[src/rtl/lizard_collider.sv]
// Leading-edge tile/bounds collision probe for the lizard sprite's next horizontal move.
// One tile lookup per request; the result is registered three cycles after start is accepted.
module lizard_collider #(
    parameter int TILE_COLS = 20,
    parameter int SCREEN_W  = 640,
    parameter int SPRITE_W  = 32
) (
    input  logic        sim_clk,
    input  logic        reset,
    input  logic        start,
    input  logic [31:0] lizardState,
    output logic [8:0]  tileAddr,
    output logic        tileRd,
    input  logic        tileData,
    output logic [1:0]  lizardCol,
    output logic        colValid,
    output logic        busy
);

    typedef enum logic [1:0] {IDLE, ADDR, WAIT, DONE} state_t;

    localparam logic [10:0] SPR_M1   = 11'(SPRITE_W - 1);
    localparam logic [10:0] SPR_HALF = 11'(SPRITE_W / 2);
    localparam logic [10:0] SCR_M1   = 11'(SCREEN_W - 1);
    localparam logic [10:0] COLS_W   = 11'(TILE_COLS);

    state_t      state_q, state_d;
    logic [9:0]  xpos_q, xpos_d;
    logic [9:0]  ypos_q, ypos_d;
    logic [4:0]  xspd_q, xspd_d;
    logic        xdir_q, xdir_d;
    logic        rd_q, rd_d;
    logic        bhit_q, bhit_d;
    logic [8:0]  tileAddr_q, tileAddr_d;
    logic        tileRd_q, tileRd_d;
    logic [1:0]  lizardCol_q, lizardCol_d;
    logic        colValid_q, colValid_d;

    logic [10:0] nx, redge, px, py, row, addr_full;
    logic        lhit, rhit, bhit, hit;
    logic        unused_bits;

    // Probe datapath, evaluated from the latched state word
    always_comb begin
        nx = xdir_q ? ({1'b0, xpos_q} + {6'b0, xspd_q})
                    : ({1'b0, xpos_q} - {6'b0, xspd_q});
        redge = nx + SPR_M1;
        lhit  = ~xdir_q & (xpos_q < {5'b0, xspd_q});
        rhit  = xdir_q & (redge > SCR_M1);
        bhit  = lhit | rhit;
        px    = xdir_q ? redge : nx;
        py    = {1'b0, ypos_q} + SPR_HALF;
        row   = (py > 11'd479) ? 11'd14 : (py >> 5);
        addr_full = row * COLS_W + (px >> 5);
        hit   = rd_q ? tileData : bhit_q;
    end

    assign unused_bits = ^{lizardState[6:2], lizardState[0], addr_full[10:9]};

    always_comb begin
        state_d     = state_q;
        xpos_d      = xpos_q;
        ypos_d      = ypos_q;
        xspd_d      = xspd_q;
        xdir_d      = xdir_q;
        rd_d        = rd_q;
        bhit_d      = bhit_q;
        tileAddr_d  = tileAddr_q;
        tileRd_d    = 1'b0;
        lizardCol_d = lizardCol_q;
        colValid_d  = 1'b0;
        case (state_q)
            IDLE: begin
                if (start) begin
                    xpos_d  = lizardState[31:22];
                    ypos_d  = lizardState[21:12];
                    xspd_d  = lizardState[11:7];
                    xdir_d  = lizardState[1];
                    state_d = ADDR;
                end
            end
            ADDR: begin
                // An out-of-bounds move needs no tile lookup; the address bus is left untouched
                tileRd_d = ~bhit;
                rd_d     = ~bhit;
                bhit_d   = bhit;
                if (!bhit) begin
                    tileAddr_d = addr_full[8:0];
                end
                state_d = WAIT;
            end
            WAIT: begin
                state_d = DONE;
            end
            DONE: begin
                lizardCol_d = {hit & xdir_q, hit & ~xdir_q};
                colValid_d  = 1'b1;
                state_d     = IDLE;
            end
            default: state_d = IDLE;
        endcase
    end

    always_ff @(posedge sim_clk or posedge reset) begin
        if (reset) begin
            state_q     <= IDLE;
            xpos_q      <= '0;
            ypos_q      <= '0;
            xspd_q      <= '0;
            xdir_q      <= 1'b0;
            rd_q        <= 1'b0;
            bhit_q      <= 1'b0;
            tileAddr_q  <= '0;
            tileRd_q    <= 1'b0;
            lizardCol_q <= 2'b00;
            colValid_q  <= 1'b0;
        end else begin
            state_q     <= state_d;
            xpos_q      <= xpos_d;
            ypos_q      <= ypos_d;
            xspd_q      <= xspd_d;
            xdir_q      <= xdir_d;
            rd_q        <= rd_d;
            bhit_q      <= bhit_d;
            tileAddr_q  <= tileAddr_d;
            tileRd_q    <= tileRd_d;
            lizardCol_q <= lizardCol_d;
            colValid_q  <= colValid_d;
        end
    end

    assign tileAddr  = tileAddr_q;
    assign tileRd    = tileRd_q;
    assign lizardCol = lizardCol_q;
    assign colValid  = colValid_q;
    assign busy      = (state_q != IDLE);

endmodule

[config.mk]
export PLATFORM = sky130hd
export DESIGN_NAME = lizard_collider
export DESIGN_NICKNAME = d
export VERILOG_FILES = /design/src/rtl/lizard_collider.sv
export SDC_FILE = /design/constraint.sdc
export NUM_CORES = 1
export LEC_CHECK = 0
export CELL_PAD_IN_SITES_DETAIL_PLACEMENT = 0
export CELL_PAD_IN_SITES_GLOBAL_PLACEMENT = 2
export CORE_MARGIN = 2
export CORE_UTILIZATION = 36
export DETAILED_ROUTE_END_ITERATION = 12
export GPL_ROUTABILITY_DRIVEN = 0
export GPL_TIMING_DRIVEN = 0
export PLACE_DENSITY = 0.8
export SLEW_MARGIN = 30
export SYNTH_ARGS = -nofsm -noshare
export SYNTH_HDL_FRONTEND = slang
export SYNTH_SLANG_ARGS = --single-unit
[constraint.sdc]
create_clock -name sim_clk -period 4.9 [get_ports sim_clk]
set_clock_uncertainty 0.05 [all_clocks]
set_input_delay 0.98 -clock sim_clk [delete_from_list [all_inputs] [get_ports sim_clk]]
set_output_delay 0.98 -clock sim_clk [all_outputs]
set_load 0.005 [all_outputs]
### Word level (Yosys, flattened, before mapping)

Index checks and enable logic that the tools add are counted.

| storage, ports and cells | value |
|---|---|
| bits of input ports | 36 |
| register bits | 43 |
| logic and storage cells | 43 |

| operators by class | value |
|---|---|
| magnitude comparators | 3 |
| bitwise gates (word level) | 7 |
| reduce and logical (&&, ||, !) cells | 4 |
| multiply operators | 1 |
| equality and inequality tests | 4 |
| $add $sub $neg | 5 |
| multiplexer cells | 8 |

Operator list:

| kind | count |
|---|---|
| 11-bit 2-to-1 mux | 2 |
| 10-bit by 5-bit adder with 11-bit output | 1 |
| 10-bit by 5-bit adder with 11-bit output, second input constant | 1 |
| 11-bit by 5-bit adder with 11-bit output, second input constant | 1 |
| 11-bit by 10-bit > comparator with 1-bit output, second input constant | 1 |
| 11-bit by 9-bit > comparator with 1-bit output, second input constant | 1 |
| 10-bit by 5-bit subtractor with 11-bit output | 1 |
| 10-bit by 5-bit < comparator with 1-bit output | 1 |
| 9-bit by 6-bit adder with 9-bit output | 1 |
| 2-bit case mux with 4 select lines | 1 |
| 6-bit by 3-bit multiplier with 7-bit output, second input constant | 1 |
| 6-bit 2-to-1 mux | 1 |
| 1-bit AND | 4 |
| 2-bit equality test, second input constant | 2 |
| 2-bit AND reduction | 2 |
| 1-bit 2-to-1 mux | 3 |
| 2-bit by 1-bit equality test with 1-bit output, second input constant | 1 |
| 2-bit logical NOT | 1 |
| 2-bit 2-to-1 mux | 1 |
| 2-bit != test, second input constant | 1 |
| 1-bit NOT | 2 |
| 2-bit nonzero test | 1 |
| 1-bit bitwise OR | 1 |

### Logic depth before layout (Yosys ltp)

Gate-level depths: netlist of the first run.

| depth | value |
|---|---|
| depth after elaboration | 8 |
| mapped depth | 19 |
| mapped depth without buffers | 19 |

### Worst setup path before layout of the first run

Ideal clock, no wire load.

| path | value |
|---|---|
| kind | register to register |
| start point | reg xpos_q[0] |
| end point | reg tileAddr_q[8], in the netlist tileAddr[8] |
| data arrival time | 3.697 ns |
| path buffers | 0 |
| period minus slack after synthesis | 3.872 ns |
| stages on the path, launching flop included | 20 |
| path slack | 1.028 ns |
| data required time | 4.725 ns |
| cell sequence | dfrtp_1 inv_1 ha_1 inv_1 fa_1 a21oi_2 o21ai_1 o21a_1 xor2_1 o31a_1 a22o_1 a22oi_1 xnor2_1 ha_1 fa_1 a21o_1 a21oi_1 nor2_1 xnor2_1 mux2_2 |

| on the way | value |
|---|---|
| longest elaborated chain between the ends | 8 |
| elaborated cells between the ends (all ways) | 13 |
| classes of those cells | 4 x add/sub; 2 x order compare; 2 x mux; 4 x bitwise; 1 x reduce/logical |

Ends and longest elaborated chain:

| item | line | RTL |
|---|---|---|
| from (decl) | 28 | `logic [9:0] xpos_q, xpos_d;` |
| from (signal assigned) | 119 | `xpos_q <= xpos_d;` |
| 10-bit by 5-bit subtractor with 11-bit output or 10-bit by 5-bit adder with 11-bit output (tied branches) | 46, 45 |  |
| 11-bit 2-to-1 mux | 45 | `nx = xdir_q ? ({1'b0, xpos_q} + {6'b0, xspd_q})` |
| 11-bit by 5-bit adder with 11-bit output | 47 | `redge = nx + SPR_M1;` |
| 11-bit by 10-bit > comparator with 1-bit output | 49 | `rhit = xdir_q & (redge > SCR_M1);` |
| 1-bit AND | 49 |  |
| 1-bit bitwise OR | 50 | `bhit = lhit \| rhit;` |
| 1-bit NOT (no line) | - |  |
| 2-bit AND reduction (no line) | - |  |
| to (signal assigned) | 125 | `tileAddr_q <= tileAddr_d;` |
| to (decl) | 34 | `logic [8:0] tileAddr_q, tileAddr_d;` |

Parallel ways exist; a longest one is shown, timed or not.
A chain may end at the register's enable or synchronous reset.

### Worst setup path in the final report of the first run

Same ends and word-level chain as after synthesis.

==> metrics.md, run 1 <==
| Metric | Value |
|---|---|
| Routed len/inst | `14.2 µm` |
| Tot GR Track Use | `14.0%` |
| Post-synth EDFFs | `0` |
| Post-CTS Resized | `0` |
| Mean Syn Cell Area | `10.9 µm²` |
| Largest family of logic cells by synthesized area | `compound AO/OA/AOI/OAI gates` |
| Adder-Cell Fraction of Synth Area | `13.9%` |
| Final hold violation count | `0` |
| Antenna Nets Post-Route | `0` |
| CTS root buf | `clkbuf_8` |
| Largest net degree at the start of global routing | `24` |
| Fin Setup TNS | `0 ns` |
| Max Cap Violations | `0` |
| Proportion of layout cells with a drive suffix above 1 | `between 20% and 30%` |
| Synth-to-Final Area Change | `20.7%` |
| Slew headroom | `56.4%` |
| CP Data Arrival Time | `4.38 ns` |
| Warnings from Yosys | `0` |
| Final #Nets | `422` |
| M1 GR Usage | `slightly above 20%` |
| CP top delay family | `compound AO/OA/AOI/OAI gates` |
| RSZ-0062 raised after global routing | `false` |
| Critical-path top delay cell | `fa_1` |
| Sequential share of the synthesized area | `32.8%` |
| Synth Area in Compound Gates | `approximately 14%` |
| Crit path time final | `4.25 ns` |
| Vias in the first global route | `2315` |
| Post-Syn Area | `3280 µm²` |
| Mux share of post-synthesis cell area | `between 10% and 20%` |
| Synth area leader | `dfrtp_1` |
| Slew Viols, Final | `0` |
| Die width | `99.5 µm` |
| Startpoint Class | `flip-flop` |
| Core area | `8760 µm²` |
| Crit-path cells | `inv_1 -> ha_1 -> inv_1 -> fa_1 -> a21oi_2 -> o21ai_1 -> o21a_1 -> xor2_1 -> o31a_1 -> a22o_1 -> a22oi_1 -> xnor2_1 -> ha_1 -> fa_1 -> a21o_1 -> a21oi_1 -> nor2_1 -> xnor2_1 -> mux2_2` |
| Simple logic cell fraction of the synthesized area | `11.8%` |
| Total number of vias | `roughly 2300` |
| Vias per inst | `a little over 5` |
| Worst skew pair latency | `0.29 ns` |
| Worst path bufs/invs | `2` |
| Most frequent cells in the layout | `dfrtp_1, clkdlybuf4s50_1, mux2_2, ha_1` |
| CTS clk-pin slew, worst paths | `about 0.080 ns` |
| Die H | `99.5 µm` |
| Starting Density | `a little under two fifths` |
| Tcrit/Tclk final | `slightly below 90%` |
| Antenna cell count | `0` |
| Post-synth ARST share | `between 90% and 100%` |
| Peak Freq | `0.235 GHz` |
| Status | `finished, final reports clean` |
| Port bufs | `43` |
| Routed WL | `6.53 mm` |
| Worst R2R Start | `xpos_q[0]$_DFFE_PP0P_` |
| Total grt overflow | `0` |
| CTS tree | `built` |
| CTS Buf Count | `5` |
| Ys flop type | `dfrtp_1` |
| Rows | `34` |
| Initial antenna violation count | `0` |
| Post-synthesis xor/xnor area fraction | `8.42%` |
| HP Class | `flip-flop to flip-flop` |
| Max Buffers Root-to-Sink | `2` |
| Post-DP HPWL | `between 5 and 6 mm` |
| Setup CP Type | `flip-flop to flip-flop` |
| Die Area | `9900 µm²` |
| First-pass GRT wire length | `~11 mm` |
| CTS Hold Bufs | `0` |
| Flops & latches, synth | `43` |
| GRT busiest layer | `met2` |
| DRT Pass-1 Iters | `4` |
| Crit path max fanout | `3` |
| Post-CTS Setup Bufs | `0` |
| Setup Viol. Count Final | `0` |
| Post-Syn Instances | `300` |
| Top post-synthesis cells by area | `dfrtp_1, ha_1, mux2_2` |
| DRC | `0` |
| CP peak stage delay | `0.43 ns` |
| Drt first-iter violations | `52` |
| Worst Tran Pin Value | `0.654 ns` |
| CP required | `5.03 ns` |
| Post-synthesis cell type count | `65` |
| H-tree level count | `2` |
| Critical path launch point | `xpos_q[0]$_DFFE_PP0P_` |
| Crit. End Element | `flip-flop` |
| Top Ports | `50` |
| Hold Path Origin | `ypos_q[2]$_DFFE_PP0P_` |
| Routing usage on met3 | `2.46%` |
| Met2 Resource Use GR | `approximately a fifth` |
| Synth top area share | `32.8%` |
| Clock sink count | `43` |
[layer usage]
layer / part of all wire [%] / routed length, µm / vias to the layer above
li1: - / - / 1172
met2: 44 / 2870 / 32
met1: 53 / 3430 / 1123
met4: 0.75 / 49 / 0
met5: 0 / 0 / -
met3: 2.7 / 177 / 2
[worst reg2reg max path, cell delays in order (launching register included)]
cell	delay, ns
dfrtp_1	0.40
inv_1	0.06
ha_1	0.15
inv_1	0.05
fa_1	0.41
a21oi_2	0.20
o21ai_1	0.08
o21a_1	0.16
xor2_1	0.18
o31a_1	0.35
a22o_1	0.19
a22oi_1	0.17
xnor2_1	0.12
ha_1	0.25
fa_1	0.43
a21o_1	0.19
a21oi_1	0.22
nor2_1	0.09
xnor2_1	0.14
mux2_2	0.26
[logic make-up after synthesis]
family / count (synthesis)
flip-flops: 43
adder cells (fa/ha/maj): 34
AO/OA/AOI/OAI: 58
XOR/XNOR: 29
other: 1
multiplexers: 39
AND/OR/NAND/NOR: 68
buffers and inverters: 28
[metrics by stage]
stage                     setup WS [ns]  utilization [%]  cell area (µm²)  hold WS [ns]  instances
final                             0.649             45.2             3960         0.456        460
after global routing              0.325             45.2             3960         0.472        460
after floorplan                    1.03                -             3290         0.413        301
after CTS                         0.614             45.2             3960         0.460        460
after global placement            0.658             44.0             3850         0.432        452
after detailed placement          0.658             44.3             3880         0.440        453
[final timing paths]
| kind | slack, ns | to | cells after the start |
|---|---|---|---|
| worst min register to register | 0.46 | ypos_q[2]$_DFFE_PP0P_ | 1 |
| worst max-delay path | 0.65 | tileAddr[8]$_DFFE_PP0P_ | 19 |
| min in group asynchronous | 0.97 | xpos_q[0]$_DFFE_PP0P_ | 2 |
| worst min-delay path | 0.46 | ypos_q[2]$_DFFE_PP0P_ | 1 |
| max in group asynchronous | 3.35 | tileAddr[0]$_DFFE_PP0P_ | 3 |
| worst max register to register | 0.65 | tileAddr[8]$_DFFE_PP0P_ | 19 |
[area by class of cell]
cell class | count | area (µm²)
buffer | 9 | 80.1
clock buffer | 5 | 68.8
clock inverter | 2 | 13.8
fill | 828 | 4800
inverter | 19 | 71.3
multi-input combinational | 230 | 2060
sequential | 43 | 1080
tap | 108 | 135
timing repair buffer | 44 | 458
[synthesized netlist by cell type, drive strengths merged (2+ instances only)]
master and count:
a21oi 11, a22oi 3, a22o 2, fa 4, buf 6, dfrtp 43
a31oi 5, a21o 4, nor2b 4, inv 19, clkbuf 3, o21a 3
nor3 7, mux2i 2, a32oi 2, nand2b 2, nand4 4, or3 3
o21ai 11, o22ai 2, mux2 37, and3 4, o21bai 3, nor2 12
nand3 6, nor4 2, nor3b 3, o211a 2, ha 30, and2 3
nand2 15, xor2 9, xnor2 20
[sequential cells by signal, indices dropped and copies added, names as in the netlist]
register,count
bhit_q,1
colValid,1
lizardCol,2
rd_q,1
state_q,2
tileAddr,9
tileRd,1
xdir_q,1
xpos_q,10
xspd_q,5
ypos_q,10
Power of run 1 is left out: the tool's default activity adds up to more than one toggle a clock period on the data nets, which glitch-free logic cannot reach.
==> inputs of run 2 (changes only) <==
Settings changed: CORE_MARGIN 2 to 4, SETUP_SLACK_MARGIN set to 0.5.
==> run 2 against run 1 <==
Net effect:
- first-iteration DRC count up 73%
- cell count increased by 1.1%
- utilization rose by 1.0 points
- via count rose by 0.21%
- die area increased by 8.2%
- worst hold slack better by 0.0029 ns
- critical path depth rose by 1
- flip-flop and latch count did not move
- non-clock buffer count increased by 4
- register-to-register slack better by 0.03 ns
- critical endpoint unchanged
- global-route usage shrank 1.3 points
==> metrics.md, run 2 (same netlist as run 1, synthesis figures left out) <==
| Metric | Value |
|---|---|
| Status | `finished, final reports clean` |
| HP Class | `flip-flop to flip-flop` |
| Clock sink count | `43 (unchanged)` |
| Crit. End Element | `flip-flop` |
| CTS tree | `built` |
| Fillers | `851 (+2.8%)` |
| Non-Filler Instances | `465 (+1.1%)` |
| Worst Tran Pin Value | `0.650 ns (-0.00363 ns)` |
| Vias in the first global route | `2316 (+0.043%)` |
| Crit path max fanout | `5 (+2)` |
| Largest net degree at the start of global routing | `24 (unchanged)` |
| Max Buffers Root-to-Sink | `2 (unchanged)` |
| Total number of vias | `2334 (+0.21%)` |
| Max Cap Violations | `0 (unchanged)` |
| Most frequent cells in the layout | `dfrtp_1, clkdlybuf4s50_1, mux2_2, ha_1` |
| Die Area | `10700 µm² (+8.2%)` |
| CP top delay family | `adder cells` |
| Rows | `34 (unchanged)` |
| Final WS setup | `0.676 ns (+0.0271 ns)` |
| Pre-CTS WS | `0.664 ns (+0.00637 ns)` |
| Worst Hold End | `ypos_q[2]$_DFFE_PP0P_` |
| Die width | `104 µm (+4.0%)` |
| Synth-to-Final Area Change | `24.1%` |
| Stages on worst setup path | `20 (+1)` |
| Die H | `104 µm (+4.0%)` |
| Hold Crit Depth | `1 (unchanged)` |
| First-pass GRT wire length | `11.2 mm (+1.2%)` |
| Drt first-iter violations | `90 (+73%)` |
| Vias per inst | `5.02 (-0.86%)` |
| Worst skew pair latency | `0.30 ns (about the same)` |
| Final #Nets | `426 (+0.95%)` |
| Routed len/inst | `14.4 µm (+1.2%)` |
| Fin Setup TNS | `0 ns (unchanged)` |
| CP required | `5.04 ns (about the same)` |
| CTS Hold Bufs | `0 (unchanged)` |
| Setup CP Type | `flip-flop to flip-flop` |
| Tot GR Track Use | `12.6% (-1.3 points)` |
| Setup Viol. Count Final | `0 (unchanged)` |
| Final hold violation count | `0 (unchanged)` |
| Slew headroom | `56.7% (+0.24 points)` |
| CTS clk-pin slew, worst paths | `0.09 ns (about the same)` |
| Startpoint Class | `flip-flop` |
| Tcrit/Tclk final | `86.2% (-0.55 points)` |
| DP Cell Count | `453 (unchanged)` |
| Hold Path Origin | `ypos_q[2]$_DFFE_PP0P_` |
| Routed WL | `6.68 mm (+2.3%)` |
| DRT Pass-1 Iters | `4 (unchanged)` |
| Port bufs | `43 (unchanged)` |
| Worst path bufs/invs | `3 (+1)` |
| H-tree level count | `2 (unchanged)` |
| CTS Buf Count | `5 (unchanged)` |
| Proportion of layout cells with a drive suffix above 1 | `24.4% (+2.8 points)` |
| WHS | `0.459 ns (+0.00287 ns)` |
| Initial antenna violation count | `0 (unchanged)` |
| R2R Setup Slk | `0.68 ns (+0.03 ns)` |
| Core area | `8810 µm² (+0.49%)` |
| Critical-path top delay cell | `fa_1` |
| R2r endpoint | `tileAddr[8]$_DFFE_PP0P_` |
| DRC | `0 (unchanged)` |
| Worst Reg-to-Reg Cells | `20 (+1)` |
| CP peak stage delay | `0.42 ns (about the same)` |
| Antenna Nets Post-Route | `0 (unchanged)` |
| CP Data Arrival Time | `4.36 ns (-0.02 ns)` |
| RSZ-0062 raised after global routing | `true` |
| CTS root buf | `clkbuf_8` |
| Slew Viols, Final | `0 (unchanged)` |
| Crit-path cells | `inv_1 -> ha_1 -> inv_1 -> fa_1 -> a21oi_2 -> o21ai_2 -> nor4_2 -> a31oi_4 -> xnor2_2 -> buf_4 -> a22o_1 -> a22oi_1 -> xnor2_1 -> ha_1 -> fa_1 -> a21o_1 -> a21oi_2 -> nor2_1 -> xnor2_1 -> mux2_2` |
| Antenna cell count | `0 (unchanged)` |
| Top Ports | `50 (unchanged)` |
| Total grt overflow | `0 (unchanged)` |
| Post-DP HPWL | `5.28 mm (+0.40%)` |
| Crit path time final | `4.22 ns (-0.0271 ns)` |
| Worst R2R Start | `xpos_q[0]$_DFFE_PP0P_` |
| Starting Density | `37.3% (-0.18 points)` |
| Peak Freq | `0.237 GHz (+0.64%)` |
run 2: worst reg2reg max path: stages (launching register included):
cell and delay [ns]:
dfrtp_1 0.40, inv_1 0.06, ha_1 0.16, inv_1 0.05, fa_1 0.40, a21oi_2 0.19, o21ai_2 0.12, nor4_2 0.27
a31oi_4 0.07, xnor2_2 0.16, buf_4 0.16, a22o_1 0.19, a22oi_1 0.17, xnor2_1 0.11, ha_1 0.24, fa_1 0.43
a21o_1 0.20, a21oi_2 0.18, nor2_1 0.08, xnor2_1 0.15, mux2_2 0.27
run 2: per-layer routing:
metal / vias to the layer above / GRT usage, % / wire length (µm)
li1: 1178 / - / -
met4: 0 / 3.13 / 63
met5: - / 0 / 0
met2: 35 / 19.9 / 3020
met3: 5 / 2.30 / 193
met1: 1116 / 18.1 / 3400
run 2: layout make-up:
cell class	instances	area, µm²	area share (%)
multi-input cells	230	2100	51.6
well taps	108	135	3.32
inverters	19	71.3	1.75
clock buffers	6	82.6	2.03
repair buffers	48	488	12.0
clock inverters	2	38.8	0.952
plain buffers	9	80.1	1.96
flip-flops and latches	43	1080	26.4
run 2: metrics by stage:
| step | area (µm²) | utilization (%) |
|---|---|---|
| 3_5_place_dp | 3880 | 44.1 |
| 6_report | 4080 | 46.3 |
| 3_3_place_gp | 3850 | 43.8 |
| 2_1_floorplan | 3290 | - |
| 5_1_grt | 4080 | 46.3 |
| 4_1_cts | 4000 | 45.5 |
run 2: repair_timing:
item | CTS | global route
resized for setup | 0 | 8
setup buffers | 0 | 4
endpoints found under the setup margin | 0 | 3
run 2: how the worst max path moves through the flow:
stage / from / end / slack (ns)
after floorplan: xpos_q[0]$_DFFE_PP0P_ / tileAddr[8]$_DFFE_PP0P_ / 1.03
after global placement: xspd_q[0]$_DFFE_PP0P_ / tileAddr[8]$_DFFE_PP0P_ / 0.65
after detailed placement: xspd_q[0]$_DFFE_PP0P_ / tileAddr[8]$_DFFE_PP0P_ / 0.66
after CTS: xspd_q[0]$_DFFE_PP0P_ / tileAddr[8]$_DFFE_PP0P_ / 0.62
after global routing: xspd_q[0]$_DFFE_PP0P_ / tileAddr[8]$_DFFE_PP0P_ / 0.46
final: xpos_q[0]$_DFFE_PP0P_ / tileAddr[8]$_DFFE_PP0P_ / 0.68
Power of run 2 is left out for the same reason.
==> RTL change 1 (flow settings as in run 1) <==
Put a register stage on the output `busy`, cleared by the reset. The value now appears one clock later. The other outputs are not delayed to match.
--- a/src/rtl/lizard_collider.sv
+++ b/src/rtl/lizard_collider.sv
@@ -135,3 +135,9 @@
     assign colValid  = colValid_q;
-    assign busy      = (state_q != IDLE);
+    always_ff @(posedge sim_clk or posedge reset) begin
+        if (reset) begin
+            busy <= '0;
+        end else begin
+            busy <= (state_q != IDLE);
+        end
+    end
 
Formal check against the unedited RTL: not equivalent (a bounded check fails within 4 cycles, from zero or initial values and one cycle with reset high).
==> RTL change 1 against run 1 <==
Final area rose by 2.2%. Count of clock-buffer cells in the layout unchanged. Via count is 6.4% higher. Setup slack lost 0.24 ns. Synthesized area up 1.6%. Die area rose by 1.5%. Sequential cell count is 1 higher. Wire length up 6.7%. Critical path type unchanged.
Power is not shown: default switching activity piles up to over one toggle a cycle in this logic, so the estimate is an artifact.
==> RTL change 1: results (changes against run 1) <==
* Critical Path AT at 4.63 ns (was 4.38 ns)
* Routed vias at 2478 (was 2329)
* Worst path max stage delay at 0.56 ns (was 0.43 ns)
* Unique masters post-synth at 62 (was 65)
* Post-synth top cells: 44 x dfrtp_1, 30 x ha_1, 30 x mux2_2, 24 x nand2_1, 19 x inv_1 (was 43 x dfrtp_1, 30 x ha_1, 30 x mux2_2, 18 x inv_1, 17 x xnor2_1)
* Largest net degree at the start of global routing at 27 (was 24)
* Hold path start: rd_q (was ypos_q[2])
* R2r endpoint: tileAddr[7] (was tileAddr[8])
* GRT Total Usage at 14.61% (was 13.96%)
* Dominant cells by area after synthesis: dfrtp_1 33%, ha_1 11%, mux2_2 10% (unchanged)
* WHS Endpoint: rd_q (was ypos_q[2])
* First-pass GRT wire length at 11.69 mm (was 11.08 mm)
* Clock transition at path regs at 0.10 ns (was 0.08 ns)
* Vias in the first global route at 2337 (was 2315)
* HPWL Detailed at 5.631 mm (was 5.263 mm)
* Fillers at 883 (was 828)
* Largest fanout on the critical path at 10 (was 3)
* Share of layout cells above drive strength 1 at 17.37% (was 21.59%)
* Iteration-0 DRC Markers at 116 (was 52)
* Clock Latency Late Sink at 0.31 ns (was 0.29 ns)
* Status: complete, no violations (unchanged)
* Die area at 10050 um2 (was 9903 um2)
* Worst rel slew slack at 57.65% (was 56.41%)
* Nets at 449 (was 422)
* Worst-path cell with the longest stage delay: a2111oi_1 (was fa_1)
* Reg-to-reg slack, setup at 0.41 ns (was 0.65 ns)
==> RTL change 1: cell count changes in the layout (fill, tap and decap cells not counted), sizes merged, moves of 3 or more <==
cell	run 1	this run
a211oi	0	3
a21o	4	8
nand2	15	24
nor2	12	17
o211ai	1	4
xnor2	20	12
==> RTL change 1: final cells by class <==
class / instances / area (um2) / area share, %
Inverter: 20 / 75.07 / 1.853
Buffer: 10 / 62.56 / 1.544
Clock buffer: 5 / 68.82 / 1.699
Multi-Input combinational cell: 254 / 2108 / 52.04
Timing Repair Buffer: 44 / 450.4 / 11.12
Sequential cell: 44 / 1101 / 27.18
Clock inverter: 3 / 46.29 / 1.143
Tap cell: 111 / 138.9 / 3.428
==> RTL change 1: kinds of logic (layout without fill, tap and decap cells) <==
family          after synthesis  count (layout)  synth area share (%)
simple gates                 89              89                 13.84
other cells                   1               2                0.1124
buf+inv                      30              82                 4.126
compound gates               66              66                 15.04
fa+ha+maj                    34              34                 13.65
mux                          40              40                 14.18
flops                        44              44                 33.01
xor+xnor                     23              23                 6.039
==> RTL change 1: worst max-delay path by stage <==
stage,start,to,slack (ns),cells past startpoint
after floorplan,xpos_q[0],tileAddr[8],0.89,19
after global placement,xspd_q[4],tileAddr[7],0.34,18
after detailed placement,xspd_q[4],tileAddr[7],0.37,18
after CTS,xpos_q[0],tileAddr[8],0.31,19
after global routing,xpos_q[4],tileAddr[7],0.03,17
final,xpos_q[4],tileAddr[7],0.41,17
==> RTL change 1: layer usage <==
metal | part of all wire (%) | GRT usage (%) | wire [um] | vias up
li1 | - | - | - | 1268
met1 | 52 | 21.48 | 3593 | 1157
met2 | 44 | 21.68 | 3043 | 47
met3 | 3.6 | 3.134 | 253 | 6
met4 | 1.1 | 3.899 | 75 | 0
met5 | 0 | 0 | 0 | -
==> RTL change 1: per-stage QoR <==
stage	area, um2	setup WS [ns]	utilization, %	cells	hold slack, ns
after floorplan	3339	0.8879	-	328	0.4155
after global placement	3909	0.3364	42.91	482	0.4330
after detailed placement	3929	0.3667	43.13	483	0.4415
after CTS	4044	0.3148	44.40	491	0.4646
after global routing	4051	0.03152	44.48	491	0.4717
final	4051	0.4054	44.48	491	0.4589
==> RTL change 2 (flow settings as in run 1) <==
Without the edit above. `TILE_COLS`: 20 -> 19.
--- a/src/rtl/lizard_collider.sv
+++ b/src/rtl/lizard_collider.sv
@@ -3,3 +3,3 @@
 module lizard_collider #(
-    parameter int TILE_COLS = 20,
+    parameter int TILE_COLS = 19,
     parameter int SCREEN_W  = 640,
Behaviour: not the same (a bounded check fails within 4 cycles, from zero or initial values and one cycle with reset high).
==> RTL change 2 against run 1 <==
The flow now finishes with violations (negative setup slack). Wire length up 5.4%. Sequential cell count unchanged. Synthesized area up 1.1%. Critical endpoint unchanged. Setup slack worse by 0.78 ns. Final area up 9.5%.
Power is not shown: default switching activity piles up to over one toggle a cycle in this logic, so the estimate is an artifact.
==> RTL change 2: results (changes against run 1) <==
* HPWL Detailed at 5.307 mm (was 5.263 mm)
* Final setup viols at 2 (was 0)
* Post-synth top cells: 43 x dfrtp_1, 35 x inv_1, 34 x ha_1, 30 x mux2_2, 22 x nor2_1 (was 43 x dfrtp_1, 30 x ha_1, 30 x mux2_2, 18 x inv_1, 17 x xnor2_1)
* Fin util at 47.64% (was 45.23%)
* Share of layout cells above drive strength 1 at 26.41% (was 21.59%)
* Placed Instances at 479 (was 453)
* Violated checks: negative setup slack
* NonClk Buf Share at 14.04% (was 13.57%)
* Met2 Use GR at 24.48% (was 20.74%)
* Compound-cell area share of the yosys netlist at 10.43% (was 14.36%)
* Seq/total area at 24.80% (was 27.15%)
* Unique masters post-synth at 52 (was 65)
* Register area share after synthesis at 32.39% (was 32.76%)
* Post-synthesis cell count at 322 (was 300)
* TNS Setup at -0.2019 ns (was 0 ns)
* Worst r2r path cells at 25 (was 19)
* Dominant cells by area after synthesis: dfrtp_1 32%, ha_1 13%, mux2_2 10% (was dfrtp_1 33%, ha_1 11%, mux2_2 10%)
* Setup WS pre-CTS at -0.4977 ns (was 0.6575 ns)
* Adder-cell area share of the yosys netlist at 18.83% (was 13.87%)
* Via density at 4.896 (was 5.063)
* Clkbuf count at 6 (was 5)
* GR Util met3 at 2.159% (was 2.460%)
* Layout buffer count excluding clock buffers at 67 (was 53)
* Met3 wire len at 180 um (was 177 um)
* Fillers at 879 (was 828)
* Worst path max stage delay at 0.51 ns (was 0.43 ns)
* Clk cell area share at 1.961% (was 2.083%)
* Largest fanout on the critical path at 5 (was 3)
* Clock transition at path regs at 0.10 ns (was 0.08 ns)
* Mux contribution to synthesized area at 14.24% (was 14.10%)
* Worst-Margin Slew at 0.6274 ns (was 0.6539 ns)
* Met2 wire length at 3.285 mm (was 2.870 mm)
* Drt total wl at 6.883 mm (was 6.528 mm)
* Status: finished with violations (was complete, no violations)
* Comb_multi_in at 237 (was 230)
* Tap Count at 111 (was 108)
* Iteration-0 DRC Markers at 89 (was 52)
* Critical Path AT at 5.17 ns (was 4.38 ns)
* Met1 Use GR at 20.75% (was 20.69%)
* Vias in the first global route at 2521 (was 2315)
* First-pass GRT wire length at 11.87 mm (was 11.08 mm)
* Nets at 469 (was 422)
* Setup ws final at -0.1304 ns (was 0.6491 ns)
-- RTL change 2: changes by cell type in the layout (fill, tap and decap cells not counted), sizes merged, moves of 3 or more --
cell | run 1 | this run
a21oi | 11 | 14
buf | 7 | 19
clkbuf | 8 | 11
fa | 4 | 10
ha | 30 | 34
inv | 19 | 35
nand2 | 15 | 12
nor2 | 12 | 22
o211ai | 1 | 4
o21ai | 11 | 6
or3 | 3 | 0
xnor2 | 20 | 10
xor2 | 9 | 15
-- RTL change 2: worst reg2reg max path, delay by kind of cell (launching register included) --
family / cells / cell delay [ns]
fa+ha+maj: 6 / 1.88
xor+xnor: 2 / 0.42
compound gates: 7 / 1.19
buf+inv: 7 / 0.51
mux: 1 / 0.25
flops: 1 / 0.40
simple gates: 2 / 0.22
-- RTL change 2: what timing repair did --
action / CTS / global route
resized for setup: 21 / 12
setup endpoints to repair: 4 / 4
endpoints found under the hold margin: 0 / 0
hold buffers: 0 / 0
setup buffers: 8 / 6
pin swaps: 6 / 9
